### src/rtl/br_ckpt_ctrl_pkg.sv
// Shared types for the branch-checkpoint controller: tag/mask widths,
// the recovery FSM state encoding and the ROB entry view of a branch tag.
package br_ckpt_ctrl_pkg;

   localparam int CKPT_NUM   = 4;
   localparam int CKPT_TAG_W = $clog2(CKPT_NUM);

   typedef logic [CKPT_TAG_W-1:0] br_tag_t;
   typedef logic [CKPT_NUM-1:0]   ckpt_mask_t;

   typedef enum logic {
      IDLE    = 1'b0,
      RECOVER = 1'b1
   } ckpt_state_t;

   // ROB entry fields relevant to branch recovery; br_tag uses the checkpoint tag type
   typedef struct packed {
      logic       valid;
      logic       is_branch;
      logic [4:0] rd;
      br_tag_t    br_tag;
   } rob_info_t;

endpackage

### src/rtl/br_ckpt_ctrl_prio_enc_free.sv
// Lowest-set-bit finder over the free-slot vector; returns whether any
// slot is free and the index of the lowest free one (0 when none).
module prio_enc_free #(
   parameter int N     = 4,
   parameter int IDX_W = $clog2(N)
) (
   input  logic [N-1:0]     i_free,
   output logic             o_found,
   output logic [IDX_W-1:0] o_idx
);

   // Scan from the top down so the lowest set bit is the last one written
   always_comb begin
      o_found = 1'b0;
      o_idx   = '0;
      for (int i = N - 1; i >= 0; i--) begin
         if (i_free[i]) begin
            o_found = 1'b1;
            o_idx   = IDX_W'(i);
         end
      end
   end

endmodule

### src/rtl/br_ckpt_ctrl.sv
// Branch-checkpoint tag controller: hands out tags to dispatching branches,
// tracks relative age in a per-tag "older" matrix, frees tags on correct
// resolve and sequences flush + dispatch stall on a mispredict.
module br_ckpt_ctrl
   import br_ckpt_ctrl_pkg::*;
#(
   parameter int NUM_CKPT    = CKPT_NUM,
   parameter int TAG_W       = $clog2(NUM_CKPT),
   parameter int RECOVER_CYC = 2
) (
   input  logic                clk,
   input  logic                rst,
   input  logic                br_disp_req,
   output logic                br_disp_ready,
   output logic [TAG_W-1:0]    br_disp_tag,
   output logic                snapshot,
   input  logic                res_valid,
   input  logic [TAG_W-1:0]    res_tag,
   input  logic                res_mispredict,
   output logic                flush,
   output logic [TAG_W-1:0]    restore_tag,
   output logic [NUM_CKPT-1:0] kill_mask,
   output logic [NUM_CKPT-1:0] busy_mask,
   output logic                err
);

   localparam int CNT_W = $clog2(RECOVER_CYC) + 1;

   logic [NUM_CKPT-1:0] r_busy;
   // r_older[t] holds the set of tags allocated before tag t (still live)
   logic [NUM_CKPT-1:0] r_older [NUM_CKPT];
   ckpt_state_t         r_state;
   logic [CNT_W-1:0]    r_cnt;
   logic                r_err;

   logic                w_found;
   logic [TAG_W-1:0]    w_free_idx;
   logic [NUM_CKPT-1:0] w_free_vec;
   logic                w_res_hit;
   logic                w_mis_req;
   logic                w_mis;
   logic                w_cor;
   logic                w_err_ev;
   logic                w_ready;
   logic                w_fire;
   logic [NUM_CKPT-1:0] w_res_oh;
   logic [NUM_CKPT-1:0] w_alloc_oh;
   logic [NUM_CKPT-1:0] w_freed;
   logic [NUM_CKPT-1:0] w_kill;

   function automatic logic [NUM_CKPT-1:0] f_onehot(input logic [TAG_W-1:0] idx);
      logic [NUM_CKPT-1:0] v;
      v      = '0;
      v[idx] = 1'b1;
      return v;
   endfunction

   assign w_free_vec = ~r_busy;

   prio_enc_free #(
      .N     (NUM_CKPT),
      .IDX_W (TAG_W)
   ) u_prio_enc_free (
      .i_free  (w_free_vec),
      .o_found (w_found),
      .o_idx   (w_free_idx)
   );

   assign w_res_hit  = r_busy[res_tag];
   assign w_mis_req  = res_valid && res_mispredict;
   assign w_mis      = w_mis_req && w_res_hit;
   assign w_cor      = res_valid && !res_mispredict && w_res_hit;
   // Resolves of free tags during recovery are late reports for killed branches
   assign w_err_ev   = res_valid && !w_res_hit && (r_state == IDLE);
   // A raw mispredict blocks dispatch even before we know it hits, so flush and snapshot never overlap
   assign w_ready    = w_found && (r_state == IDLE) && !w_mis_req;
   assign w_fire     = br_disp_req && w_ready;
   assign w_res_oh   = f_onehot(res_tag);
   assign w_alloc_oh = f_onehot(w_free_idx);
   assign w_freed    = w_cor ? w_res_oh : '0;

   // Kill set: the mispredicted tag plus every live tag younger than it
   always_comb begin
      w_kill = '0;
      if (w_mis) begin
         w_kill = w_res_oh;
         for (int t = 0; t < NUM_CKPT; t++) begin
            if (r_busy[t] && r_older[t][res_tag]) begin
               w_kill[t] = 1'b1;
            end
         end
      end
   end

   // Busy vector and age matrix: allocate, free on correct resolve, drop killed tags
   always_ff @(posedge clk or posedge rst) begin
      if (rst) begin
         r_busy <= '0;
         for (int t = 0; t < NUM_CKPT; t++) begin
            r_older[t] <= '0;
         end
      end else begin
         r_busy <= (r_busy & ~w_freed & ~w_kill) | (w_fire ? w_alloc_oh : '0);
         for (int t = 0; t < NUM_CKPT; t++) begin
            if (w_kill[t] || w_freed[t]) begin
               r_older[t] <= '0;
            end else if (w_fire && w_alloc_oh[t]) begin
               // The new branch is younger than everything still live after this cycle's free
               r_older[t] <= r_busy & ~w_freed;
            end else begin
               r_older[t] <= r_older[t] & ~w_freed;
            end
         end
      end
   end

   // Recovery FSM: a flush enters RECOVER, an older mispredict restarts the stall count
   always_ff @(posedge clk or posedge rst) begin
      if (rst) begin
         r_state <= IDLE;
         r_cnt   <= '0;
      end else begin
         case (r_state)
            IDLE: begin
               if (w_mis) begin
                  r_state <= RECOVER;
                  r_cnt   <= CNT_W'(RECOVER_CYC - 1);
               end
            end
            RECOVER: begin
               if (w_mis) begin
                  r_cnt <= CNT_W'(RECOVER_CYC - 1);
               end else if (r_cnt == '0) begin
                  r_state <= IDLE;
               end else begin
                  r_cnt <= r_cnt - 1'b1;
               end
            end
            default: begin
               r_state <= IDLE;
               r_cnt   <= '0;
            end
         endcase
      end
   end

   // Sticky error on a resolve that names an unallocated tag
   always_ff @(posedge clk or posedge rst) begin
      if (rst) begin
         r_err <= 1'b0;
      end else if (w_err_ev) begin
         r_err <= 1'b1;
      end
   end

   assign br_disp_ready = w_ready;
   assign br_disp_tag   = w_free_idx;
   assign snapshot      = w_fire;
   assign flush         = w_mis;
   assign restore_tag   = w_mis ? res_tag : '0;
   assign kill_mask     = w_kill;
   assign busy_mask     = r_busy;
   assign err           = r_err;

endmodule
### config.mk
export PLATFORM = sky130hd
export DESIGN_NAME = br_ckpt_ctrl
export DESIGN_NICKNAME = d
export VERILOG_FILES = /design/src/rtl/br_ckpt_ctrl_pkg.sv /design/src/rtl/br_ckpt_ctrl_prio_enc_free.sv /design/src/rtl/br_ckpt_ctrl.sv
export SDC_FILE = /design/constraint.sdc
export NUM_CORES = 1
export LEC_CHECK = 0
export ABC_AREA = 1
export CAP_MARGIN = 15
export CORE_UTILIZATION = 50
export CTS_BUF_LIST = sky130_fd_sc_hd__clkbuf_2 sky130_fd_sc_hd__clkbuf_4 sky130_fd_sc_hd__clkbuf_8
export CTS_CLUSTER_DIAMETER = 80
export CTS_CLUSTER_SIZE = 14
export DETAILED_ROUTE_END_ITERATION = 6
export GPL_TIMING_DRIVEN = 0
export PLACE_DENSITY = 0.81
export SYNTH_ARGS = -nofsm -noshare
export SYNTH_HDL_FRONTEND = slang
export SYNTH_HIERARCHICAL = 1
export SYNTH_SLANG_ARGS = --single-unit
export TNS_END_PERCENT = 100
### constraint.sdc
create_clock -name clk -period 1.7 [get_ports clk]
set_clock_uncertainty 0.2 [all_clocks]
set_input_delay 0.34 -clock clk [delete_from_list [all_inputs] [get_ports clk]]
set_output_delay 0.34 -clock clk [all_outputs]
set_load 0.01 [all_outputs]
; Yosys cells after proc, flatten, opt, wreduce, memory -nomap -nowiden
; Index checks and enable logic that the tools add are counted.
[word_totals]
out_inout_bits = 16
word_cells = 100
latchBits = 0
mem_count = 0
inputBits = 7
mem_bits_rw = 0
romBits = 0
register_bits = 24
[op_classes]
shift = 0
n_mux = 46
addsub = 1
n_bitwise = 11
mul = 0
div_mod_pow = 0
magnitude_cmp = 4
reduce_logical = 28
eq_ne = 2
[ops]
columns = cell, count
row1 = $mux 4, 11
row2 = $and 4x4->4, 6
row3 = $logic_and 1x1->1, 19
row4 = $mux 1, 18
row5 = $mux 2, 8
row6 = $not 4->4, 3
row7 = $bmux 1 s2, 5
row8 = $lt 2x3->1 const B, 2
row9 = $demux 1 s2, 2
row10 = $ge 2x1->1 const B, 2
row11 = $logic_or 1x1->1, 4
row12 = $or 4x4->4, 1
row13 = $pmux 2 s2, 1
row14 = $logic_not 1->1, 3
row15 = $ne 3x3->1 const B, 1
row16 = $logic_not 2->1, 1
row17 = $ne 2x2->1 const B, 1
row18 = $pmux 1 s2, 1
row19 = $reduce_and 2->1, 1
row20 = $sub 2x1->2 const B, 1
row21 = $not 1->1, 1

; Logic depth before layout (Yosys ltp)
; Gate-level depths: netlist (run 1).
[logic_depth]
depth_word = 12
mapped_depth = 12
depth_no_buf = 11

; Cells and area by module
; The synthesis (run 1) kept the hierarchy.
[modules_own_cells]
columns = mod, cells_per_inst, area_per_inst_um2, seq_area_each_um2, n_inst
row1 = br_ckpt_ctrl, 194, 1422.6, 500.5, 1
row2 = prio_enc_free, 8, 36.3, 0.0, 1

; Worst setup path before layout (run 1)
; Ideal clock, no wire load.
[synth_path]
path_kind = reg2reg
start = register r_busy[0], in the netlist busy_mask[0]
end = register r_older[5] in the netlist's numbering
arrival_ns = 1.822
n_path_buf = 1
period_less_slack_ns = 2.137
setup_slack_ns = -0.437
t_required_ns = 1.384
setup_ns = 0.116
stages_incl_launch_ff = 11
path_cell_list = dfrtp_1 -> clkbuf_1 -> inv_1 -> nor3_1 -> inv_1 -> nor2_1 -> nand2_4 -> nand2_1 -> nand2_1 -> nand2_1 -> nor2_1
[synth_between]
elab_chain_len = 9
word_cells_on_any_way = 24
cone_classes = 2 x order compare / 10 x mux / 4 x bitwise / 8 x reduce/logical
[synth_lines]
columns = element, line
row1 = "start, declared", br_ckpt_ctrl.sv:29  ; logic [NUM_CKPT-1:0] r_busy;
row2 = "start signal, assigned", br_ckpt_ctrl.sv:103  ; r_busy <= (r_busy & ~w_freed & ~w_kill) | (w_fire ? w_alloc_oh : '0);
row3 = $not 4->4 (*), br_ckpt_ctrl.sv:58  ; assign w_free_vec = ~r_busy;
row4 = net w_free_vec[0], br_ckpt_ctrl.sv:38  ; logic [NUM_CKPT-1:0] w_free_vec;
row5 = $mux 2 (*), br_ckpt_ctrl_prio_enc_free.sv:17  ; if (i_free[i]) begin
row6 = net br_disp_tag[1], br_ckpt_ctrl.sv:15  ; output logic [TAG_W-1:0] br_disp_tag,
row7 = $lt 2x3->1 (not written as such) / $ge 2x1->1 (equally long branches), br_ckpt_ctrl.sv:54  ; v[idx] = 1'b1;
row8 = $logic_and 1x1->1 (not written as such), br_ckpt_ctrl.sv:54
row9 = $mux 1 (not written as such), br_ckpt_ctrl.sv:54
row10 = $demux 1 s2 (*), br_ckpt_ctrl.sv:54
row11 = $logic_and 1x1->1 (*), br_ckpt_ctrl.sv:107  ; end else if (w_fire && w_alloc_oh[t]) begin
row12 = $mux 4 (*), br_ckpt_ctrl.sv:107
row13 = $mux 4 (*), br_ckpt_ctrl.sv:105  ; if (w_kill[t] || w_freed[t]) begin
row14 = "end signal, assigned by index", br_ckpt_ctrl.sv:109  ; r_older[t] <= r_busy & ~w_freed;
row15 = "end signal, assigned by index", br_ckpt_ctrl.sv:111  ; r_older[t] <= r_older[t] & ~w_freed;
row16 = "end, declared", br_ckpt_ctrl.sv:31  ; logic [NUM_CKPT-1:0] r_older [NUM_CKPT];
; The timed path passes the listed nets; every way through them passes the cells marked *. The select of a mux whose other input is x is not followed.
; A chain may end at the register's enable or synchronous reset.

; Final worst setup path (run 1)
[layout_path]
start = register r_busy[3], in the netlist busy_mask[3]
end = output port kill_mask[2]
[layout_between]
elab_chain_len = 4
[layout_lines]
columns = element, line
row1 = $bmux 1 s2, br_ckpt_ctrl.sv:69  ; assign w_res_hit = r_busy[res_tag];
row2 = $mux 1 (not written as such), br_ckpt_ctrl.sv:69
row3 = $logic_and 1x1->1, br_ckpt_ctrl.sv:71  ; assign w_mis = w_mis_req && w_res_hit;
row4 = $mux 4, br_ckpt_ctrl.sv:85  ; if (w_mis) begin
row5 = "end, declared", br_ckpt_ctrl.sv:22  ; output logic [NUM_CKPT-1:0] kill_mask,
; No other way between the ends. The select of a mux whose other input is x is not followed.

==> results.txt, run 1 <==
The critical-path cell with the highest stage delay is sky130_fd_sc_hd__dfrtp_2. The clock passes through at most 2 buffers. The minimum clock period came out at 2.208 ns. The I/O pin count came out at 23. The die extent in x is 56.02 um. The total negative slack is -8.363 ns. Data on the critical path arrives at its endpoint at 1.67 ns. The setup slack at placement is -1.224 ns. The synthesized design contains 20 register bits.

Buffers inserted to repair hold after CTS numbered 0. The routed wirelength normalized by instance count came out at 19.39 um. The core area is 2758 um2. The clock latency on the worst-skew pair is 0.31 ns. Setup repair after global routing could not meet its margin everywhere. The commonest cells after synthesis are 63 x sky130_fd_sc_hd__nand2_1, 28 x sky130_fd_sc_hd__nand3_1, 23 x sky130_fd_sc_hd__inv_1.

The required time of the critical path came out at 1.16 ns. The largest fanout of any net on the critical path came out at 4. The first global-routing pass estimated 7659 um of wire. On the worst path, the slowest cell contributes a delay of 0.46 ns.

The number of antenna violations at the first check in global routing came out at 0. For this run the aggregate overflow at the end of global routing stands at 0. The setup slack of the critical path after layout came out at -0.5077 ns.

The detailed router finished its first iteration with 147 violations. Measured against its own limit, the worst slew margin works out to 46.90%. Entering global routing, the biggest net connects 21 pins. The total wire length is 5642 um. The number of global-route vias before repair came out at 1612. The final-report max-slew violation count is 0. The total via count after detailed routing came out at 1725. The CTS tree is yes. During placement, the flow inserted port buffers numbering 22. The leakage power came out at 1.230 nW. In this run the number of H-tree levels came out at 1. Clock tree synthesis selected as its root buffer the cell sky130_fd_sc_hd__clkbuf_4. The worst ir drop on vdd came out at 1571 uV.

Summed over its instances, the top area cell type makes up 34.31% of the synthesized netlist area. The number of cells in the finished layout apart from fillers came out at 291. The detailed placement HPWL is 2614 um. The number of enable-type register cells in the synthesized netlist came out at 0.

The number of nets in the finished design is 269. The total nets after synthesis came out at 210. The area of the die is 3138 um2.

After layout, the design draws a total of 3.886 mW. Yosys attributes the largest share of cell area to sky130_fd_sc_hd__dfrtp_1 34%, sky130_fd_sc_hd__nand2_1 16%, sky130_fd_sc_hd__nand3_1 9.6%. Based on the critical path, the design can be clocked at up to 0.4530 GHz. Relative to the synthesized area, the layout overhead comes to 60.38%. The netlist area before placement came out at 1459 um2. The post-synthesis cell type count came out at 25.

The number of setup violations in the final report came out at 29. The clock-pin slew on the worst setup and hold paths came out at 0.12 ns. The run finished, with violations left. The floorplan has 19 rows.

The effective utilization at floorplan came out at 52.90%. The share of final-layout standard cells stronger than drive strength 1 is 54.62%. The placer congestion estimate is 0.9204.

The count of mapped cells out of synthesis is 202. The post-detailed-route count of antenna-violating nets is 0. Among all cell types in the netlist, the one instantiated most often is sky130_fd_sc_hd__nand2_1. The count of unresolved DRC violations after routing is 0. The tree built by TritonCTS fans out to 20 sinks. The number of hold-slack violations in the final timing report came to 0. The async set-reset flop share out of synthesis came out at 100.0%. The final reports fail on negative setup slack.

In the synthesized netlist the dominant register cell turns out to be sky130_fd_sc_hd__dfrtp_1. The total clock buffers created by CTS came out at 3. Traced cell by cell, the critical path runs through buf_6, nand3_2, nand2_2, nor2_4, nor2_8, buf_6, nand2_4, inv_2, buf_6.

By startpoint and endpoint, the worst setup path is classified as register to primary output. The die extent in y came out at 56.02 um. The total track usage is 32.10%. STA classifies the critical path endpoint as a primary output. The number of max-cap violations is 0.

The power per cell area is 1661 nW/um2. The vias per cell came out at 5.928. The most frequent cell on the critical path is sky130_fd_sc_hd__buf_6. The total of warnings raised by yosys came out at 6. The transition time at the pin with the least slew margin is 0.7956 ns.

The path type of the worst min-delay path is input port to asynchronous set/reset pin. The critical path startpoint category is a register. The number of diodes came out at 0. The share of the Yosys chip area taken by registers is 34.31%. Including well taps, the total number of placed cells is 255. The iteration count of the initial detailed-routing pass is 6. Summed over all instances, the cell type with the most area after synthesis is sky130_fd_sc_hd__dfrtp_1. The share of the cycle needed by the critical path after routing came out at 129.9%. The synthesized area per cell came out at 7.222 um2.
-- stage by stage --
stage / hold slack, ns / area, um2 / util, %
after floorplan: 0.1037 / 1529 / -
after global placement: 0.2595 / 1788 / 64.84
after detailed placement: 0.2673 / 1788 / 64.84
after CTS: 0.2891 / 2095 / 75.95
after global routing: 0.3251 / 2340 / 84.85
final: 0.2625 / 2340 / 84.85
-- critical path: cells and delay by family, from the launching register on --
kind | cells | cell delay [ns]
buf+inv | 4 | 0.41
simple gates | 5 | 0.49
flops | 1 | 0.46
-- logic make-up (layout without fill, tap and decap cells) --
group           Yosys count  count (layout)  share of synthesized area [%]
buf+inv                  32              90                          9.605
compound gates            8               8                          3.259
fa+ha+maj                 1               1                         0.8575
simple gates            141             141                          51.97
flops                    20              20                          34.31
-- registers in the layout (all words and copies together) (netlist names) --
signal	count
r_cnt	2
err	1
r_older	12
busy_mask	4
r_state	1
-- cells in the final DEF (no fill, tap or decap), drive strengths merged --
cell type / count
ha: 1
dlygate4sd2: 3
nor3: 1
a21oi: 2
o21ai: 5
dfrtp: 20
nand3: 34
clkbuf: 5
or2: 3
clkdlybuf4s50: 4
a31o: 1
buf: 50
inv: 27
clkdlybuf4s15: 1
nor3b: 1
nand2: 76
nor2: 26
-- power breakdown --
group          switching, mW  internal (mW)
combinational           1.55           1.24
clock                  0.154          0.108
sequential             0.161          0.675
-- final cells by class --
class | instances | area [um2]
Multi-Input combinational cell | 150 | 1037
Sequential cell | 20 | 503.0
Inverter | 27 | 136.4
Buffer | 5 | 60.06
Timing Repair Buffer | 54 | 534.3
Tap cell | 31 | 38.79
Fill cell | 154 | 417.9
Clock buffer | 4 | 30.03
-- layer usage --
layer,GRT usage [%],up-vias,share of wire [%]
met1,40.78,803,36
met5,0,-,0
li1,-,746,-
met4,19.16,0,6.4
met3,5.349,38,9.2
met2,51.19,138,48
-- worst paths after layout --
| kind | startpoint | end | slack (ns) | depth (start not counted) |
|---|---|---|---|---|
| setup / recovery | busy_mask[3] | kill_mask[2] | -0.51 | 9 |
| hold / removal | rst | r_older[2] | 0.26 | 2 |
| setup reg to reg | busy_mask[3] | r_older[4] | -0.39 | 12 |
| hold reg to reg | err | err | 0.31 | 1 |
| max in group asynchronous | rst | busy_mask[2] | 0.50 | 2 |
| min in group clk | err | err | 0.31 | 1 |
-- timing repair --
item / CTS / global route
buffers inserted: 26 / 8
endpoints found under the setup margin: 35 / 30
gates resized for setup: 92 / 68
pin swaps: 24 / 12
Note: power is estimated with default switching activity, not from simulation.
==> run 2: changes to the inputs <==
--- a/config.mk
+++ b/config.mk
@@ -8,5 +8,5 @@
 export ABC_AREA = 1
 export CAP_MARGIN = 15
-export CORE_UTILIZATION = 50
+export CORE_UTILIZATION = 55
 export CTS_BUF_LIST = sky130_fd_sc_hd__clkbuf_2 sky130_fd_sc_hd__clkbuf_4 sky130_fd_sc_hd__clkbuf_8
 export CTS_CLUSTER_DIAMETER = 80
@@ -14,8 +14,8 @@
 export DETAILED_ROUTE_END_ITERATION = 6
 export GPL_TIMING_DRIVEN = 0
-export PLACE_DENSITY = 0.81
+export PLACE_DENSITY = 0.84
 export SYNTH_ARGS = -nofsm -noshare
 export SYNTH_HDL_FRONTEND = slang
 export SYNTH_HIERARCHICAL = 1
 export SYNTH_SLANG_ARGS = --single-unit
-export TNS_END_PERCENT = 100
+export TNS_END_PERCENT = 10
==> constraint.sdc (replaced) <==
create_clock -name clk -period 2.2 [get_ports clk]
set_clock_uncertainty 0.2 [all_clocks]
set_input_delay 0.66 -clock clk [delete_from_list [all_inputs] [get_ports clk]]
set_output_delay 0.66 -clock clk [all_outputs]
set_load 0.01 [all_outputs]
==> run 2 against run 1 <==
The flow still finishes with violations (negative setup slack). Non-clock buffer count is 2 higher. Global-route usage grew 5.9 points. Highest routed layer unchanged. Largest cell class unchanged. Critical endpoint is now kill_mask[3]. Largest power group unchanged. Combinational power is 38% lower.
==> results.txt, run 2 (same netlist as run 1, synthesis figures left out) <==
The number of antenna violations at the first check in global routing was 0 (unchanged). The maximum number of pins on one net before global-route repair came out at 21 (unchanged). The area of the die is 2862 um2 (-8.8%). The area of the multi-input gates is 918.4 um2 (-11%). The clock latency on the worst-skew pair is 0.33 ns (+0.02 ns). The number of global-route vias before repair is 1583 (-1.8%). The required time of the critical path came out at 1.34 ns (+0.18 ns). The number of max-cap violations came out at 0 (unchanged). The critical path goes through buf_8, nand2_2, nand2_2, nor2_4, nor2_8, buf_4, nand2_4, inv_1, buf_2. The signed area change from the synthesized netlist to the final layout is 50.60%. The share of final-layout standard cells stronger than drive strength 1 came out at 46.18% (-8.4 points). The number of H-tree levels came out at 1 (unchanged). The headroom to the max-slew limit was 44.99% (-1.9 points). Setup repair after global routing could not meet its margin everywhere. The setup path with the least slack is of type register to primary output. The detailed placement HPWL is 2596 um (-0.69%). The core area came to 2500 um2 (-9.3%). The most flop-heavy register is r_older.

The most numerous cell type found on the critical path is sky130_fd_sc_hd__nand2_2. The clock net sink count is 20 (unchanged). The depth of the most critical reg-to-reg path is 12 (unchanged). The routed wirelength normalized by instance count came to 19.11 um (-1.4%). The iteration count of the initial detailed-routing pass is 5 (-1).

TritonCTS built the clock tree. The footprint of the flip-flops and latches came to 503.0 um2 (unchanged). The largest fanout of any net on the critical path came to 4 (unchanged).

The instance area at placement came out at 1745 um2 (-2.4%). The setup slack of the critical path after layout came out at -0.3220 ns (+0.1856 ns). The die extent in x is 53.50 um (-4.5%). STA classifies the critical path endpoint as a primary output.

The critical path startpoint category is a register. The overall overflow remaining after global route is 0 (unchanged). The largest stage delay on the critical path is 0.43 ns (-0.03 ns). The number of setup violations in the final report is 12 (-59%).

The violation count after the first detailed-routing iteration is 165 (+12%). The final-layout fill cell count is 130 (-16%). The wire length of the first global-routing pass is 7493 um (-2.2%). The total clock buffers created by CTS is 3 (unchanged). The final-report max-slew violation count came to 0 (unchanged). The transition time at the pin with the least slew margin came out at 0.8243 ns (+0.02873 ns). The placer congestion estimate is 0.9236 (+0.35%). The cts-stage hold buffer count came out at 0 (unchanged). The I/O pin count is 23 (unchanged). The power per cell area is 1222 nW/um2 (-26%). The final reports fail on negative setup slack. The count of unresolved DRC violations after routing is 0 (unchanged). The path type of the worst min-delay path is register to register.

The leakage power was 1.199 nW (-2.5%). Grouping stages by cell kind, the critical path spends the most delay in buffers and inverters. CTS placed an instance of sky130_fd_sc_hd__clkbuf_4 at the clock tree root. The post-layout utilization of the core came out at 87.89% (+3.0 points). In the layout the commonest cells are 56 x sky130_fd_sc_hd__nand2_1, 30 x sky130_fd_sc_hd__buf_4, 24 x sky130_fd_sc_hd__nand3_1. Along the worst hold path, the cell count comes to 1.

The number of buffers inserted by port buffering came out at 22 (unchanged). The die extent in y came out at 53.50 um (-4.5%). The flip-flop count of the largest register, all copies and words added came out at 12 (unchanged). The minimum clock period came out at 2.522 ns. The total wire length came to 5580 um (-1.1%). The total track usage came to 38.03% (+5.9 points).

The row count came out at 18 (-1). The slowest stage of the critical path belongs to the cell sky130_fd_sc_hd__dfrtp_1. The most common cell after layout, fill and taps aside is sky130_fd_sc_hd__nand2_1. The number of nets in the finished design was 271 (+0.74%).

The number of diodes came to 0 (unchanged). The maximum clock rate came out at 0.3965 GHz. The share of the cycle needed by the critical path after routing is 114.6%.

The total via count after detailed routing is 1748 (+1.3%). The data arrival at the endpoint of the critical path is 1.66 ns (about the same). The buffer levels on the longest clock path was 2 (unchanged). The effective utilization at floorplan is 58.36% (+5.5 points).

The worst ir drop on vdd is 978.2 uV (-38%). The clock-pin slew on the worst setup and hold paths came to 0.13 ns (about the same). The number of hold-slack violations in the final timing report came out at 0 (unchanged).

The critical path depth in cells is 9 (unchanged). The run finished, with violations left. The post-detailed-route count of antenna-violating nets is 0 (unchanged). The critical path buffer and inverter count is 4 (unchanged). The total non-filler cell area in the finished layout came out at 2197 um2 (-6.1%). The vias per cell came out at 5.986 (+0.99%).
## run 2: what timing repair did
item	in CTS	in global routing
pin swaps	15	7
endpoints found under the setup margin	16	17
gates resized for setup	101	14
setup buffers	24	10
## run 2: final cells by class
type	instances	area share [%]
timing repair buffer	56	23.06
multi-input combinational	150	41.80
sequential	20	22.89
buffer	5	2.733
inverter	27	5.410
clock buffer	3	1.025
tap	30	1.708
clock inverter	1	1.367
## run 2: worst register-to-register path, cell delays in order (launching register included)
cell and delay, ns:
sky130_fd_sc_hd__dfrtp_1 0.39, sky130_fd_sc_hd__buf_6 0.13, sky130_fd_sc_hd__inv_4 0.04, sky130_fd_sc_hd__buf_4 0.13, sky130_fd_sc_hd__nor3_2 0.25, sky130_fd_sc_hd__buf_4 0.19, sky130_fd_sc_hd__inv_1 0.06, sky130_fd_sc_hd__nor2_1 0.34
sky130_fd_sc_hd__nand2_4 0.11, sky130_fd_sc_hd__nand2_1 0.09, sky130_fd_sc_hd__nand2_1 0.07, sky130_fd_sc_hd__nand2_1 0.07, sky130_fd_sc_hd__nor2_1 0.04
## run 2: through the flow
stage / std cells / hold slack (ns) / total power [mW] / setup WS, ns / setup TNS [ns]
after floorplan: 202 / 0.2800 / 1.389 / -0.08129 / -0.3211
after global placement: 254 / 0.2517 / 1.710 / -1.319 / -16.24
after detailed placement: 254 / 0.2526 / 1.747 / -1.346 / -17.01
after CTS: 282 / 0.2805 / 2.332 / -0.2518 / -2.161
after global routing: 292 / 0.2973 / 2.810 / -0.3569 / -3.332
final: 292 / 0.2801 / 2.685 / -0.3220 / -2.868
## run 2: path summary, 6_finish.rpt
check / startpoint / to / slack (ns)
setup reg to reg: busy_mask[1] / r_older[7] / -0.01
setup / recovery: busy_mask[0] / kill_mask[3] / -0.32
hold reg to reg: err / err / 0.28
max in group asynchronous: rst / busy_mask[3] / 0.65
min in group asynchronous: rst / busy_mask[1] / 0.58
hold / removal: err / err / 0.28
## run 2: per-layer routing
| layer | vias to the layer above | share of wire [%] | global-route usage (%) |
|---|---|---|---|
| li1 | 753 | - | - |
| met5 | - | 0 | 0 |
| met4 | 0 | 6.0 | 26.32 |
| met2 | 155 | 47 | 63.96 |
| met1 | 792 | 37 | 41.86 |
| met3 | 48 | 9.4 | 8.908 |
## run 2: power by group
group,internal [mW],leakage [nW],switching (mW)
sequential,0.521,0.246,0.127
clock,0.184,0.0279,0.132
combinational,0.747,0.925,0.973
total,1.45,1.20,1.23
==> run 3: changes to the inputs <==
- CORE_UTILIZATION: 55 -> 50
- PLACE_DENSITY: 0.84 -> 0.78
==> run 3 against run 2 <==
The flow still finishes with violations (negative setup slack). Sequential power decreased by 3.1%. Sequential share of layout area rose by 0.065 points. Worst setup slack improved by 0.028 ns. Global-route usage decreased by 8.7 points. Fmax grew 1.1%. Final cell count grew 1.0%. Power decreased by 9.7%. Die area rose by 9.6%. Combinational power decreased by 9%. Critical path depth is 2 lower.
==> results.txt, run 3 (same netlist as run 1, synthesis figures left out) <==
The flow ran to the end, but the final reports show violations. The checks that failed: negative setup slack. The number of nets in the finished design came out at 273 (+0.74%). The instance area at placement is 1747 um2 (about the same).

The core area is 2758 um2 (+10%). The detailed placement HPWL is 2489 um (-4.1%). The switching share of power came out at 45.41% (-0.48 points).

The wire length on met2 came out at 2209 um (-16%). The number of H-tree levels came out at 1 (unchanged). The most common cell after layout, fill and taps aside is sky130_fd_sc_hd__nand2_1. The worst ir drop on vdd came out at 800.2 uV (-18%). The minimum clock period is 2.494 ns (-0.02766 ns). The cell at the root of the clock tree is sky130_fd_sc_hd__clkbuf_4. The total via count after detailed routing is 1612 (-7.8%). The clock power share was 9.5% (-2.3 points). In this run the top signal layer used is met4. The routed wirelength normalized by instance count is 15.42 um (-19%).

The share of the cycle needed by the critical path after routing is 113.4% (-1.3 points). The met1 wire length is 1731 um (-17%). The die extent in x is 56.02 um (+4.7%).

The vias per cell was 5.464 (-8.7%). The total non-filler cell area in the finished layout is 2191 um2 (-0.28%). The net load switching power is 1.101 mW (-11%). The min-delay analysis places its worst path in the category register to register. The leakage power came out at 1.187 nW (-1.0%). The length of routed met3 wiring came out at 350 um (-33%). The post-route total power came to 2.424 mW (-9.7%).

The clock latency on the worst-skew pair came out at 0.31 ns (-0.02 ns). The cts-stage hold buffer count is 0 (unchanged). The data arrival at the endpoint of the critical path was 1.63 ns (-0.03 ns). The number of cells after detailed placement came out at 255 (+0.39%). The overall overflow remaining after global route came out at 0 (unchanged). The internal power was 1.324 mW (-8.9%). The buffer levels on the longest clock path was 2 (unchanged). The total wire length was 4548 um (-18%). The effective utilization at floorplan was 52.90% (-5.5 points). The area of the die was 3138 um2 (+9.6%).

The violation count after the first detailed-routing iteration came out at 89 (-46%). The transition time at the pin with the least slew margin is 0.7907 ns (-0.03361 ns). The number of max-cap violations came out at 0 (unchanged).

The wire length of the first global-routing pass is 6955 um (-7.2%). The maximum clock rate came to 0.4009 GHz (+1.1%). The clock net sink count came to 20 (unchanged). The placer congestion estimate came out at 0.8886 (-3.8%).

The count of unresolved DRC violations after routing came out at 0 (unchanged). The number of diodes is 0 (unchanged). The largest fanout of any net on the critical path is 4 (unchanged). The part of the total power dissipated in combinational logic is 64.6% (+0.5 points).

The number of cells in the finished layout apart from fillers came to 295 (+1.0%). The setup slack at placement is -1.348 ns (-0.002420 ns). The clock-pin slew on the worst setup and hold paths is 0.13 ns (about the same). The signed area change from the synthesized netlist to the final layout is 50.17%.

The final-report max-slew violation count came out at 0 (unchanged). The maximum number of pins on one net before global-route repair is 21 (unchanged). The worst setup path is captured at a primary output.

The library cells used most frequently in the layout, excluding fill and tap cells, are 57 x sky130_fd_sc_hd__nand2_1, 30 x sky130_fd_sc_hd__buf_4, 24 x sky130_fd_sc_hd__nand3_1. The number of hold-slack violations in the final timing report is 0 (unchanged). The I/O pin count came out at 23 (unchanged). The number of antenna violations at the first check in global routing came out at 0 (unchanged). By startpoint and endpoint, the worst setup path is classified as register to primary output. The required time of the critical path came to 1.34 ns (about the same). Counting flops per register, the top entry is r_older.

The die extent in y came to 56.02 um (+4.7%). STA classifies the critical path startpoint as a register. The final-layout fill cell count came out at 169 (+30%). The share of final-layout standard cells stronger than drive strength 1 was 46.21% (about the same). The CTS tree is yes. The number of buffers inserted by port buffering is 22 (unchanged).

The internal reg-to-reg setup slack is 0.07 ns (+0.08 ns). The setup slack of the critical path after layout is -0.2944 ns (+0.02766 ns). Setup repair after global routing could not meet its margin everywhere.

The number of setup violations in the final report is 11 (-1). The row count came out at 19 (+1). The total clock buffers created by CTS is 3 (unchanged). The number of global-route vias before repair came out at 1473 (-6.9%). The power per cell area came out at 1107 nW/um2 (-9.4%). The post-detailed-route count of antenna-violating nets is 0 (unchanged). The headroom to the max-slew limit came out at 47.23% (+2.2 points).

The flip-flop count of the largest register, all copies and words added is 12 (unchanged). The iteration count of the initial detailed-routing pass is 5 (unchanged). The total track usage is 29.37% (-8.7 points). The part of the power in registers came out at 25.9% (+1.8 points).
## run 3: power by group through the flow
| stage | Clock, mW | Combinational, mW | Sequential (mW) |
|---|---|---|---|
| 3_3_place_gp | 0 | 1.09 | 0.619 |
| 3_5_place_dp | 0 | 1.11 | 0.627 |
| 5_1_grt | 0.248 | 1.68 | 0.642 |
| 2_1_floorplan | 0 | 0.771 | 0.618 |
| 6_report | 0.231 | 1.57 | 0.628 |
| 4_1_cts | 0.230 | 1.42 | 0.616 |
## run 3: metrics by stage
step           hold slack [ns]  setup TNS (ns)  utilization [%]
2_1_floorplan           0.2800         -0.3211                -
3_3_place_gp            0.2546          -16.97            63.34
3_5_place_dp            0.2520          -17.22            63.34
4_1_cts                 0.2799          -1.744            77.27
5_1_grt                 0.3229          -2.763            79.45
6_report                0.3020          -2.215            79.45
## run 3: path summary, 6_finish.rpt
kind | from | endpoint | cells past startpoint
worst max register to register | busy_mask[0] | r_older[5] | 12
min in group asynchronous | rst | r_older[11] | 2
worst max-delay path | busy_mask[3] | snapshot | 7
max in group asynchronous | rst | busy_mask[2] | 2
worst min-delay path | err | err | 1
worst min register to register | err | err | 1
## run 3: worst max-delay path, stage by stage (launching register included)
cell,delay (ns)
sky130_fd_sc_hd__dfrtp_2,0.47
sky130_fd_sc_hd__inv_2,0.11
sky130_fd_sc_hd__nor2_1,0.08
sky130_fd_sc_hd__nand2_1,0.11
sky130_fd_sc_hd__nand2_2,0.09
sky130_fd_sc_hd__nor3b_4,0.24
sky130_fd_sc_hd__buf_6,0.13
sky130_fd_sc_hd__buf_6,0.09
## run 3: layer usage
metal | track usage [%] | up-vias
li1 | - | 754
met1 | 36.90 | 736
met2 | 49.49 | 96
met3 | 2.791 | 26
met5 | 0 | -
met4 | 16.03 | 0
## run 3: what timing repair did
action                                  in CTS  in global routing
endpoints found under the hold margin        0                  0
pin swaps                                   17                  7
resized for setup                          103                 12
setup buffers                               32                  4
endpoints found under the setup margin      19                 12
## run 3: cell type report
cell class	instances	area, um2	share of cell area (%)
multi-input combinational	150	913.4	41.69
timing repair buffer	58	525.5	23.99
sequential	20	503.0	22.96
inverter	27	113.9	5.197
buffer	5	60.06	2.741
tap	31	38.79	1.770
clock buffer	4	36.28	1.656
